## config.mk

```make
export PLATFORM = sky130hd
export DESIGN_NAME = dmem_store_buffer
export DESIGN_NICKNAME = d
export VERILOG_FILES = /design/src/rtl/dmem_store_buffer.sv
export SDC_FILE = /design/constraint.sdc
export NUM_CORES = 1
export LEC_CHECK = 0
export BUFFER_PORTS_ARGS = -buffer_cell sky130_fd_sc_hd__buf_4
export CORE_ASPECT_RATIO = 1.25
export CORE_MARGIN = 10
export CORE_UTILIZATION = 34
export CTS_CLUSTER_SIZE = 10
export DETAILED_ROUTE_END_ITERATION = 10
export MAX_ROUTING_LAYER = met4
export PLACE_DENSITY = 0.59
export SETUP_SLACK_MARGIN = 0.4
export SYNTH_ARGS = -nofsm -noshare
export SYNTH_HDL_FRONTEND = slang
export SYNTH_SLANG_ARGS = --single-unit
```

## constraint.sdc

```tcl
create_clock -name clk -period 9.4 [get_ports clk]
set_clock_uncertainty 0.2 [all_clocks]
set_input_delay 1.88 -clock clk [delete_from_list [all_inputs] [get_ports clk]]
set_output_delay 1.88 -clock clk [all_outputs]
set_load 0.1 [all_outputs]
```

## src/rtl/dmem_store_buffer.sv

```systemverilog
// In-order store buffer between the core store port and a valid/ready memory write port.
// One push and one pop per cycle; forwards the youngest matching word to core loads.
module dmem_store_buffer #(
  parameter int DEPTH = 4,
  parameter int AW    = 32,
  parameter int DW    = 32,
  localparam int PW   = $clog2(DEPTH),
  localparam int CW   = $clog2(DEPTH + 1)
) (
  input  logic          clk,
  input  logic          reset,
  input  logic          mem_write,
  input  logic [AW-1:0] data_adr,
  input  logic [DW-1:0] write_data,
  output logic          stall,
  input  logic [AW-1:0] rd_adr,
  output logic          fwd_hit,
  output logic [DW-1:0] fwd_data,
  output logic          m_valid,
  output logic [AW-1:0] m_adr,
  output logic [DW-1:0] m_data,
  input  logic          m_ready,
  output logic [CW-1:0] count,
  output logic          empty
);

  logic [AW-1:0]    adr_q  [DEPTH];
  logic [DW-1:0]    data_q [DEPTH];
  logic [DEPTH-1:0] vld_q;
  logic [PW-1:0]    head;
  logic [PW-1:0]    tail;
  logic [PW-1:0]    idx;
  logic             full;
  logic             push;
  logic             pop;

  assign full    = (count == CW'(DEPTH));
  assign empty   = (count == '0);
  assign m_valid = ~empty;
  assign stall   = mem_write & full;
  assign push    = mem_write & ~full;
  assign pop     = m_valid & m_ready;
  assign m_adr   = m_valid ? adr_q[head]  : '0;
  assign m_data  = m_valid ? data_q[head] : '0;

  // head == tail with both push and pop cannot happen: that requires empty (no pop) or full (no push)
  always_ff @(posedge clk or negedge reset) begin
    if (!reset) begin
      head  <= '0;
      tail  <= '0;
      count <= '0;
      vld_q <= '0;
      for (int i = 0; i < DEPTH; i++) begin
        adr_q[i]  <= '0;
        data_q[i] <= '0;
      end
    end else begin
      if (pop) begin
        vld_q[head] <= 1'b0;
        head        <= head + PW'(1);
      end
      if (push) begin
        adr_q[tail]  <= data_adr;
        data_q[tail] <= write_data;
        vld_q[tail]  <= 1'b1;
        tail         <= tail + PW'(1);
      end
      case ({push, pop})
        2'b10:   count <= count + CW'(1);
        2'b01:   count <= count - CW'(1);
        default: count <= count;
      endcase
    end
  end

  // Walk oldest to youngest so the last match wins
  always_comb begin
    fwd_hit  = 1'b0;
    fwd_data = '0;
    idx      = '0;
    for (int k = 0; k < DEPTH; k++) begin
      idx = head + PW'(k);
      if (vld_q[idx] && (adr_q[idx][AW-1:2] == rd_adr[AW-1:2])) begin
        fwd_hit  = 1'b1;
        fwd_data = data_q[idx];
      end
    end
  end

endmodule

```

== Word-level counts from Yosys, hierarchy flattened ==
Cells that the tools add are included.
Word-level totals
  flip-flop bits (word level): 267
  logic and storage cells: 113
Cells by class
  multiplexer cells: 53
  bitwise operators: 13
  equal/unequal tests: 7
  order comparisons: 13
  reductions and logical operators: 9
  $add $sub $neg: 6
Operators by type and width (count)
  32-bit 2-to-1 mux: 23
  32-bit binary-select mux with 2-bit select: 8
  128-bit bitwise mux: 2
  30-bit equality test: 4
  32-bit demux with 2-bit select: 1
  3-bit >= comparator, second input constant: 5
  2-bit by 3-bit less-than comparator with 1-bit output, second input constant: 5
  2-bit inverter with 3-bit output: 5
  1-bit 2-to-1 mux: 10
  1-bit binary-select mux with 2-bit select: 4
  4-bit 2-to-1 mux: 2
  1-bit logical AND: 7
  3-bit case mux with 2 select lines: 1
  2-bit by 1-bit adder with 2-bit output, second input constant: 2
  2-bit adder, second input constant: 2
  4-bit AND: 1
  1-bit demux with 2-bit select: 2
  2-bit by 1-bit >= comparator with 1-bit output, second input constant: 2
  4-bit inverter: 1
  4-bit bitwise OR: 1
  3-bit by 1-bit adder with 3-bit output, second input constant: 1
  1-bit AND: 3
  3-bit equality test, second input constant: 1
  3-bit logical NOT: 1
  other kinds (6): 7

== Longest topological paths before layout ==
  depth after elaboration: 10
  mapped depth: 20
  gate-level depth less buffers: 10

== Least setup slack after synthesis ==
Ideal clock, no wire load.
  kind: register to output
  from: reg head[0]
  to: out fwd_data[22]
  required time: 7.320 ns
  arrival time: 5.543 ns
  path slack: 1.777 ns
  stages on the path, launching flop included: 20
  cell sequence: dfrtp_1 > buf_6 > buf_8 > inv_2 > buf_2 > buf_1 > clkbuf_1 > ha_1 > buf_2 > buf_2 > buf_2 > mux2i_1 > nor2_1 > a2111oi_0 > nand4_1 > a21oi_1 > nand4_1 > clkbuf_1 > clkbuf_1 > o22ai_1
Between the ends
  elaborated cells on any way between the ends: 51
RTL lines
  from (decl): RTL line 30  | logic [PW-1:0] head;
  from (signal assigned): RTL line 60  | head <= head + PW'(1);
  2-bit adder (*): RTL line 82  | idx = head + PW'(k);
  named net idx[0]: RTL line 32  | logic [PW-1:0] idx;
  2-bit inverter with 3-bit output (not written as such): RTL line 83, 85
  32-bit binary-select mux with 2-bit select: RTL line 83  | if (vld_q[idx] && (adr_q[idx][AW-1:2] == rd_adr[AW-1:2])) begin
  32-bit 2-to-1 mux (not written as such) (2 in a row): RTL line 83
  30-bit equality test: RTL line 83
  1-bit logical AND: RTL line 83
  32-bit 2-to-1 mux (*): RTL line 83
  to (decl): RTL line 18  | output logic [DW-1:0] fwd_data,
The timed path passes the listed nets; every way through them passes the cells marked *. The select of a mux whose other input is x is not followed.

== Worst setup path in the final report ==
  from: reg head[1]
  to: out fwd_data[30]
Between the ends
  cells in the longest elaborated chain, start to end: 10
  elaborated cells on any way between the ends: 51
RTL lines (RTL line)
  2-bit by 1-bit adder with 2-bit output or 2-bit inverter with 3-bit output (tied branches): 82, 83, 85
  2-bit inverter with 3-bit output (not written as such) or 32-bit binary-select mux with 2-bit select (tied branches): 83, 85
  32-bit binary-select mux with 2-bit select or 32-bit 2-to-1 mux (tied branches): 83
  32-bit 2-to-1 mux (not written as such): 83
  32-bit 2-to-1 mux (not written as such) or 30-bit equality test (tied branches): 83
  30-bit equality test or 1-bit logical AND (tied branches): 83
  1-bit logical AND or 32-bit 2-to-1 mux (tied branches): 83
  32-bit 2-to-1 mux (2 in a row): 83
  32-bit 2-to-1 mux (*): 83
Every way passes the cells marked *; elsewhere a longest branch is shown, timed or not. The select of a mux whose other input is x is not followed.

==> flow_summary.ini <==
[synthesis]
synth_ff_type = dfrtp_1
synthCells = 1645
synthArstFlopShare = 1.00
synth_edf_count = 0
syn_nets = 1755
synthDistinctLibCells = 66
ys_seq_elements = 267
yosys_warnings = 0
syn_avg_cell_area_um2 = 12.5
synth.top_cells.by_area = dfrtp_1 (33%), mux4_2 (21%), mux2_2 (15%)
synth-seq-area-share = 0.326
yosys.area.top_type_share = 0.326
synth_area_leader_cell = dfrtp_1
syn-cell-area_um2 = 20500

[cts]
cts_buffer_depth = 3
ctsHoldBuffers = 0
post_cts_resized = 0
numClockSinks = 267
h-tree-depth = 2
clk_latency_ns = 0.53
path_clk_slew_ns = 0.05
cts_tree = yes
clockRootBuffer = clkbuf_16
cts_buffers = 36
post-cts-setup-buffers = 0

[cells_and_area]
design_area_um2 = 23600
mostFrequentLayoutCell = mux2_2
stdcell_count = 2538
syn_to_final_growth_pct = 15.3
layout_common_cells = mux2_2 (269), dfrtp_1 (265), buf_4 (228), mux4_2 (194), mux2i_1 (102)
drive_above_1_share = 0.449
nets = 1861
fillers = 5601

[sta]
fin_crit_sh = 0.824
max_freq_mhz = 129
fin_tns_setup_ns = 0
finalHoldViolations = 0
tightest_slew_ns = 1.12
rsz0062_at_grt = no
relSlewSlack = 0.249
report.final.slew_viol_count = 0
period_needed_ns = 7.75
finalSetupViolCount = 0

[placement]
dpl_cell_area_um2 = 22500
place_congestion = 0.992
hpwl_um = 48900
dp_cells = 2478
portBuffers = 200

[die]
num_io_pins = 203
dieArea_um2 = 70600
initial_core_util = 0.343
fp.dieW_um = 240
fp.coreArea_um2 = 59700
dieHeight_um = 294
row_count = 100

[global_routing]
grt_overflow = 0
grt_max_degree = 124
antenna_found_initial = 6
grt_pass1_wl_um = 106000
track_usage = 0.204
grt_pass1_vias = 16000

[setup_path]
cp-end-kind = output port
crit_path_max_fanout = 72
critical-path-max-stage-delay_ns = 0.81
cp_top_family = buffers and inverters
crit_type = reg -> out
required_ns = 7.32
critPathLaunchType = register
slowest_stage = dfrtp_4
crit_arrival_ns = 5.67
cp_cell_sequence = inv_1 > ha_4 > buf_12 > mux4_2 > xnor2_1 > nand4_1 > a2111oi_2 > nand4_1 > buf_4 > o22ai_1 > a21oi_1 > o22ai_1 > buf_4
path_buf_inv = 4

[drt]
viasPerCell = 6.08
antenna_left = 0
drt_first_pass_iters = 5
drc = 0
wirelength_um = 71000
vias = 15400
drt-initial-drc-count = 1333
detail_route.wl_per_cell_um = 28.0

[outcome]
status = finished clean

[job]
cap_viol_max_count = 0

[min_path]
hold_path.class = reg -> reg
-- through the flow --
stage | setup slack, ns | util | hold WS (ns)
floorplan | 1.78 | - | 0.274
global placement | 1.92 | 0.377 | 0.285
detailed placement | 1.94 | 0.377 | 0.290
CTS | 1.60 | 0.396 | 0.301
global route | 1.48 | 0.396 | 0.317
finish | 1.65 | 0.396 | 0.302
-- metal layers --
metal,GRT usage,part of all wire
met4,0.0790,0.038
met2,0.347,0.52
met1,0.238,0.39
met5,-,0
met3,0.0342,0.056
-- sequential cells by signal, summed over array words and instances, names as in the netlist --
name    flops
adr_q     128
data_q    128
vld_q       4
count       3
head        2
tail        2
-- worst paths after layout --
kind,slack [ns],depth (start not counted),startpoint,to
setup / recovery,1.65,13,head[1]$_DFFE_PN0P_,fwd_data[30]
hold / removal,0.30,1,adr_q[33]$_DFFE_PN0P_,adr_q[33]$_DFFE_PN0P_
setup reg to reg,6.12,5,count[0]$_DFFE_PN0P_,data_q[5]$_DFFE_PN0P_
hold reg to reg,0.30,1,adr_q[33]$_DFFE_PN0P_,adr_q[33]$_DFFE_PN0P_
max in group asynchronous,6.39,2,reset,data_q[41]$_DFFE_PN0P_
min in group asynchronous,1.13,1,reset,adr_q[102]$_DFFE_PN0P_
-- layout make-up --
cell class / instances / area [µm²] / area share
diodes: 4 / 10.0 / 0.000424
clock inverters: 9 / 109 / 0.00461
inverters: 59 / 221 / 0.00938
flip-flops and latches: 267 / 6690 / 0.283
repair buffers: 231 / 1770 / 0.0748
multi-input cells: 1156 / 12900 / 0.544
well taps: 765 / 957 / 0.0405
clock buffers: 47 / 1010 / 0.0429
-- Yosys cell counts (3+ instances only) --
master and number:
xor2_1 28, o2bb2ai_1 7, a2bb2oi_1 6, o2111ai_1 3
nor2_1 22, buf_4 9, a21oi_1 48, clkbuf_1 83
nor3_1 7, mux4_2 194, ha_1 9, nand4_1 47
o21ai_1 7, buf_2 49, o221ai_1 3, and3_1 5
a22oi_1 5, nor4_1 7, buf_8 3, o22ai_1 76
nor4_2 3, mux2i_1 102, mux4_1 10, nor4b_2 29
a211oi_1 6, a31oi_1 3, buf_6 6, buf_1 12
inv_1 58, o21ai_0 41, xnor2_1 62, nand3_1 4
and2_1 58, dfrtp_1 267, o211ai_1 5, a2111oi_0 3
mux2_2 269, a221oi_1 10, nand2_1 46
-- kinds of logic (layout without fill, tap and decap cells) --
family / after synthesis / in the layout / share of synthesized area
buffers and inverters: 222 / 346 / 0.0499
AOI/OAI and AO/OA: 240 / 240 / 0.0753
xor gates and xnor gates: 90 / 90 / 0.0385
and+or+nand+nor: 241 / 241 / 0.0801
muxes: 575 / 575 / 0.424
adders and majority gates: 10 / 10 / 0.00647
DFF: 267 / 267 / 0.326
other: 0 / 4 / 0
Power is left out: the tool's default activity adds up to more than one toggle a clock period on the data nets, which glitch-free logic cannot reach.
